**src/rtl/packet_builder.sv**
```systemverilog
// packet_builder: serializes one parallel payload (1..37 bytes) plus stream ID
// into a 32-bit word stream: {len+8, streamId}, sequence number, then data
// words. A per-stream sequence table gives consecutive packets on a stream
// consecutive sequence numbers starting at 1.
// Optional build macro PACKET_BUILDER_LOSS_INJECT_EN adds an injectSkip input
// that advances the sequence by 2 instead of 1 for the accepted packet.
module packet_builder #(
  parameter int STREAM_IDX_W      = 5,
  parameter int MAX_PAYLOAD_BYTES = 37
) (
  input  logic          clk,
  input  logic          reset_b,
  input  logic [0:295]  payloadIn,
  input  logic [5:0]    payloadLen,
  input  logic [15:0]   streamIn,
  input  logic          payloadIn_val,
  output logic          payloadIn_ready,
  output logic [31:0]   dataOut,
  output logic          dataOut_val,
  input  logic          dataOut_ready,
  output logic          dataOut_last,
`ifdef PACKET_BUILDER_LOSS_INJECT_EN
  input  logic          injectSkip,
`endif
  output logic          lenError
);

  localparam int         DEPTH   = 1 << STREAM_IDX_W;
  localparam logic [5:0] MAX_LEN = 6'(MAX_PAYLOAD_BYTES);

  localparam logic [1:0] S_IDLE = 2'd0;
  localparam logic [1:0] S_HDR0 = 2'd1;
  localparam logic [1:0] S_HDR1 = 2'd2;
  localparam logic [1:0] S_DATA = 2'd3;

  logic [1:0]  r_state;
  logic [3:0]  r_widx;
  logic        r_len_err;
  logic [0:295] r_payload;
  logic [5:0]  r_len;
  logic [15:0] r_stream;
  logic [31:0] r_seq;
  logic [31:0] r_tbl [DEPTH];

  logic                    w_accept;
  logic                    w_len_ok;
  logic                    w_fire;
  logic [STREAM_IDX_W-1:0] w_idx;
  logic [31:0]             w_inc;
  logic [31:0]             w_next_seq;
  logic [5:0]              w_base;
  logic                    w_last_word;
  logic [0:319]            w_pad;
  logic [31:0]             w_data_word;

  assign payloadIn_ready = (r_state == S_IDLE);
  assign dataOut_val     = (r_state != S_IDLE);
  assign lenError        = r_len_err;

  assign w_accept   = payloadIn_val & payloadIn_ready;
  assign w_len_ok   = (payloadLen != 6'd0) && (payloadLen <= MAX_LEN);
  assign w_fire     = dataOut_val & dataOut_ready;
  assign w_idx      = streamIn[STREAM_IDX_W-1:0];
`ifdef PACKET_BUILDER_LOSS_INJECT_EN
  assign w_inc      = injectSkip ? 32'd2 : 32'd1;
`else
  assign w_inc      = 32'd1;
`endif
  assign w_next_seq = r_tbl[w_idx] + w_inc;

  // First byte index of the current data word; the word is final once it
  // covers the last payload byte.
  assign w_base       = {r_widx, 2'b00};
  assign w_last_word  = ((w_base + 6'd4) >= r_len);
  assign dataOut_last = (r_state == S_DATA) && w_last_word;

  // Padding lets the final word index past byte 36 without going out of range.
  assign w_pad = {r_payload, 24'd0};

  // Assemble the current data word, zeroing bytes past the payload length.
  always_comb begin
    w_data_word = 32'd0;
    for (int j = 0; j < 4; j++) begin
      if ((w_base + 6'(j)) < r_len)
        w_data_word[31-8*j -: 8] = w_pad[(int'(w_base) + j) * 8 +: 8];
    end
  end

  // Output word multiplexer: zero when idle.
  always_comb begin
    case (r_state)
      S_HDR0:  dataOut = {({10'd0, r_len} + 16'd8), r_stream};
      S_HDR1:  dataOut = r_seq;
      S_DATA:  dataOut = w_data_word;
      default: dataOut = 32'd0;
    endcase
  end

  // Control FSM: accept in IDLE, advance on each output handshake.
  always_ff @(posedge clk) begin
    if (!reset_b) begin
      r_state   <= S_IDLE;
      r_widx    <= 4'd0;
      r_len_err <= 1'b0;
    end else begin
      r_len_err <= w_accept & ~w_len_ok;
      case (r_state)
        S_IDLE: if (w_accept && w_len_ok) r_state <= S_HDR0;
        S_HDR0: if (w_fire) r_state <= S_HDR1;
        S_HDR1: if (w_fire) begin
          r_state <= S_DATA;
          r_widx  <= 4'd0;
        end
        S_DATA: if (w_fire) begin
          if (w_last_word) r_state <= S_IDLE;
          else             r_widx  <= r_widx + 4'd1;
        end
        default: r_state <= S_IDLE;
      endcase
    end
  end

  // Packet capture: inputs are latched once at a legal acceptance.
  always_ff @(posedge clk) begin
    if (w_accept && w_len_ok) begin
      r_payload <= payloadIn;
      r_len     <= payloadLen;
      r_stream  <= streamIn;
      r_seq     <= w_next_seq;
    end
  end

  // Sequence table: cleared on reset, written back at legal acceptance.
  always_ff @(posedge clk) begin
    if (!reset_b) begin
      for (int i = 0; i < DEPTH; i++) r_tbl[i] <= 32'd0;
    end else if (w_accept && w_len_ok) begin
      r_tbl[w_idx] <= w_next_seq;
    end
  end

endmodule

```
**config.mk**
```make
export PLATFORM = sky130hd
export DESIGN_NAME = packet_builder
export DESIGN_NICKNAME = d
export VERILOG_FILES = /design/src/rtl/packet_builder.sv
export SDC_FILE = /design/constraint.sdc
export NUM_CORES = 2
export LEC_CHECK = 0
export CORE_MARGIN = 2
export CORE_UTILIZATION = 54
export CTS_CLUSTER_DIAMETER = 30
export CTS_CLUSTER_SIZE = 24
export DETAILED_ROUTE_END_ITERATION = 10
export PLACE_DENSITY_LB_ADDON = 0.05
export SLEW_MARGIN = 30
export SYNTH_ARGS = -nofsm -noshare
export SYNTH_HDL_FRONTEND = slang
export SYNTH_SLANG_ARGS = --single-unit
```
**constraint.sdc**
```tcl
create_clock -name clk -period 15.6 [get_ports clk]
set_input_delay 4.68 -clock clk [delete_from_list [all_inputs] [get_ports clk]]
set_output_delay 4.68 -clock clk [all_outputs]
set_load 0.005 [all_outputs]
```
==> impl_metrics.py <==
metrics = {
    "setup_path": {
        "cp_num_buf_inv": 3,
        "path_delay_family": "buffers and inverters",
        "cp.arrival_ns": 4.91,
        "r2r-start": "r_state[0]$_SDFFE_PN0P_",
        "critPathCaptureType": "output pin",
        "r2r_slack_ns": 10.67,
        "crit_required_ns": 10.92,
        "cpPeakStageDelay_ns": 0.69,
        "r2r_end": "r_payload[280]$_DFFE_PP_",
        "critical_path.slowest_cell": "o21ai_1",
        "critPathLaunchType": "flip-flop",
        "timing_worst_setup_path_type": "reg -> out",
        "crit_chain": "buf_4 -> inv_1 -> ha_1 -> nor2_1 -> nor2_1 -> o21ai_1 -> or2_2 -> nor3_1 -> a221oi_1 -> nor2_1 -> clkdlybuf4s50_1",
        "crit_fanout": 26,
        "reg2reg_depth": 8,
        "path_common_cell": "nor2_1",
    },
    "yosys": {
        "synthCells": 4069,
        "yosysUniqueCellTypes": 52,
        "yosys_warnings": 0,
        "synth.largest_area_cell": "edfxtp_1",
        "avgSynthCellArea_um2": 14.3,
        "synth.top_cell.area_share_pct": 70.7,
        "syn-num-nets": 4407,
        "synth.ff_latch_count": 1381,
        "synth_area_leaders": "edfxtp_1, nor2_1, mux2i_1",
        "synthesis.area_mm2": 0.0583,
        "synth-edff-count": 1374,
        "synthArstFlopShare_pct": 0,
        "synth_seq_area_share_pct": 71.0,
        "ys.flop_type": "edfxtp_1",
    },
    "placement": {
        "dp_slack_ns": 5.32,
        "io_buffers": 357,
        "hpwl_um": 110000,
        "place_congestion": 0.861,
        "place_area_mm2": 0.0637,
    },
    "timing": {
        "rsz0062_at_grt": "false",
        "timing.final.hold_violations": 0,
        "setup_slack_ns": 6.01,
        "min_period_over_period_pct": 61.5,
        "fin_crit_ns": 9.59,
        "skew_ns": 0.0649,
        "tns_ns": 0,
        "fmax_mhz": 104,
        "slew_viol_final": 0,
        "finalSetupViolCount": 0,
        "slew_headroom_pct": 30.9,
        "tightest_slew_ns": 1.03,
    },
    "clock_tree": {
        "cts_hold_buffers": 0,
        "cts_tree": "yes",
        "cts_sinks": 1381,
        "cts_inserted_buffers": 296,
        "cts_root_buf": "clkbuf_16",
        "htree_levels": 5,
        "clock_latency_ns": 0.88,
        "cts_setup_buffers": 0,
        "ctsResizeCount": 0,
        "clk_pin_slew_ns": 0.05,
        "cts_buffer_depth": 4,
    },
    "route": {
        "drcViolationCount": 0,
        "dr.pass1.iters": 6,
        "viasPerCell": 6.32,
        "wirelength_um": 197000,
        "detail_route.iter0.violations": 5308,
        "detail-route-antenna-nets": 0,
        "vias": 38800,
        "wire_per_inst_um": 32.1,
    },
    "floorplanning": {
        "die_width_um": 333,
        "core-area_mm2": 0.107,
        "num_rows": 120,
        "initial_core_util_pct": 54.5,
        "ioPinCount": 358,
        "dieArea_mm2": 0.111,
        "die_h_um": 333,
    },
    "finish": {
        "area_growth_pct": 25.4,
        "drive_gt1_share_pct": 17.8,
        "fill_cells": 7390,
        "final_nets": 4843,
        "post-route-cell-area_mm2": 0.0731,
    },
    "worst_hold_path": {
        "hold_class": "reg -> reg",
        "hold_end": "r_state[0]$_SDFFE_PN0P_",
        "hold_depth": 1,
        "min-delay-start": "r_state[0]$_SDFFE_PN0P_",
    },
    "power": {
        "leakagePower_nw": 26.7,
        "pwr-share-seq_pct": 39.4,
        "p_clk_share_pct": 52.0,
        "p_int_mw": 8.61,
        "power_frac_comb_pct": 8.6,
        "p_switching_mw": 2.67,
        "vdd_drop_max_uv": 118,
        "switching_share_pct": 23.7,
        "power.density_mw_per_mm2": 154,
    },
    "global_route": {
        "grt_antenna_before_repair": 11,
        "grt_max_degree": 105,
        "grt-ovfl-total": 0,
        "gr-usage-all-layers_pct": 35.4,
        "grt_pass1_vias": 38400,
        "grt_pass1_wl_um": 275000,
    },
    "run": {
        "max-cap-violations": 0,
    },
    "status": {
        "outcome": "finished clean",
    },
}
==> layer usage <==
| layer | global-route usage, % | vias up | share of wire (%) |
|---|---|---|---|
| li1 | - | 16100 | - |
| met5 | 0 | - | 0.0061 |
| met4 | 17.2 | 2 | 5.1 |
| met1 | 46.5 | 19500 | 36 |
| met3 | 8.91 | 522 | 12 |
| met2 | 55.5 | 2638 | 47 |
==> how the worst max path moves through the flow <==
stage,cells after the start,endpoint,slack [ns],startpoint
global route,11,dataOut[15],5.69,r_widx[0]$_SDFFE_PN0P_
detailed placement,12,r_tbl[0][25]$_SDFFCE_PN0P_,5.32,streamIn[1]
finish,11,dataOut[15],6.01,r_widx[0]$_SDFFE_PN0P_
CTS,9,dataOut[4],5.91,r_widx[0]$_SDFFE_PN0P_
floorplan,9,r_tbl[13][0]$_SDFFCE_PN0P_,3.67,payloadLen[3]
global placement,12,r_tbl[3][25]$_SDFFCE_PN0P_,5.05,streamIn[1]
==> cells in the mapped netlist, types with 14 or more instances <==
master,number
mux2i_1,397
nor3_1,29
mux4_2,126
a21oi_1,40
nor2_1,1074
a211oi_1,21
nor4_1,47
a22oi_1,35
inv_1,43
edfxtp_1,1374
nand4_1,20
nor2b_1,29
clkbuf_1,257
nand3_1,14
o22ai_1,192
xor2_1,20
nand2_1,113
ha_1,16
buf_2,86
a221oi_1,21
==> kinds of logic (layout without fill, tap and decap cells) <==
| logic type | count (synthesis) | count (layout) | synth area share [%] |
|---|---|---|---|
| AO/OA/AOI/OAI | 334 | 334 | 3.75 |
| AND/OR/NAND/NOR | 1373 | 1373 | 9.77 |
| flip-flops | 1381 | 1381 | 71.0 |
| buffers and inverters | 401 | 1053 | 2.82 |
| multiplexers | 533 | 533 | 11.9 |
| other | 0 | 11 | 0 |
| adder cells (fa/ha/maj) | 16 | 16 | 0.343 |
| XOR/XNOR | 31 | 31 | 0.504 |
==> metrics by stage <==
step / hold slack (ns) / power, mW / utilization, % / instances
3_5_place_dp: 0.571 / 5.46 / 59.5 / 5608
2_1_floorplan: 0.527 / 5.03 / - / 4069
5_1_grt: 0.604 / 11.6 / 68.3 / 6134
3_3_place_gp: 0.551 / 5.44 / 59.5 / 5608
4_1_cts: 0.582 / 11.3 / 68.3 / 6122
6_report: 0.588 / 11.3 / 68.3 / 6135
==> power by group through the flow <==
stage / Combinational (mW) / Clock [mW] / Sequential, mW
floorplan: 0.524 / 0 / 4.50
global placement: 0.941 / 0 / 4.50
detailed placement: 0.952 / 0 / 4.51
CTS: 0.957 / 5.90 / 4.45
global route: 1.01 / 6.09 / 4.46
finish: 0.967 / 5.87 / 4.45
==> area by class of cell <==
cell class                 count  area [µm²]  share of cell area [%]
antenna                       11        27.5                  0.0376
clock buffer                 331        7600                    10.4
clock inverter               183        1770                    2.42
inverter                      44         165                   0.226
multi-input combinational   2287       15800                    21.6
sequential                  1381       41400                    56.6
tap                         1403        1760                    2.40
timing repair buffer         495        4640                    6.34
==> cells in the final DEF, fill, tap and decap left out, drive strengths merged, types with 3 or more instances in the layout <==
cell type      netlist  layout
nand2              113     113
buf                100     141
xor2                20      20
xnor2               11      11
a22oi               35      35
nand4               21      21
and3b                3       3
a211oi              21      21
clkbuf             257     331
clkinvlp             0      32
nand4bb              6       6
and4                 3       3
mux4               126     126
or2                  3       3
clkdlybuf4s50        0     354
a221oi              21      21
mux2                10      10
diode                0      11
clkinv               0     104
o21ai                8       8
nor2              1074    1074
nor3b                9       9
edfxtp            1374    1374
nor4                49      49
or4b                 4       4
nand3               14      14
inv                 44      64
mux2i              397     397
o22ai              192     192
nand4b               5       5
bufinv               0      27
o221ai               8       8
ha                  16      16
a21oi               40      40
dfxtp                7       7
nor2b               29      29
and3                 4       4
nor3                29      29
or4                  3       3
==> flip-flops by register name, indices dropped and copies added, names as in the netlist <==
signal	cells
r_widx	4
r_state	2
r_stream	16
r_seq	32
r_tbl	1024
r_payload	296
r_len	6
lenError	1
(Power assumes the default switching activity.)
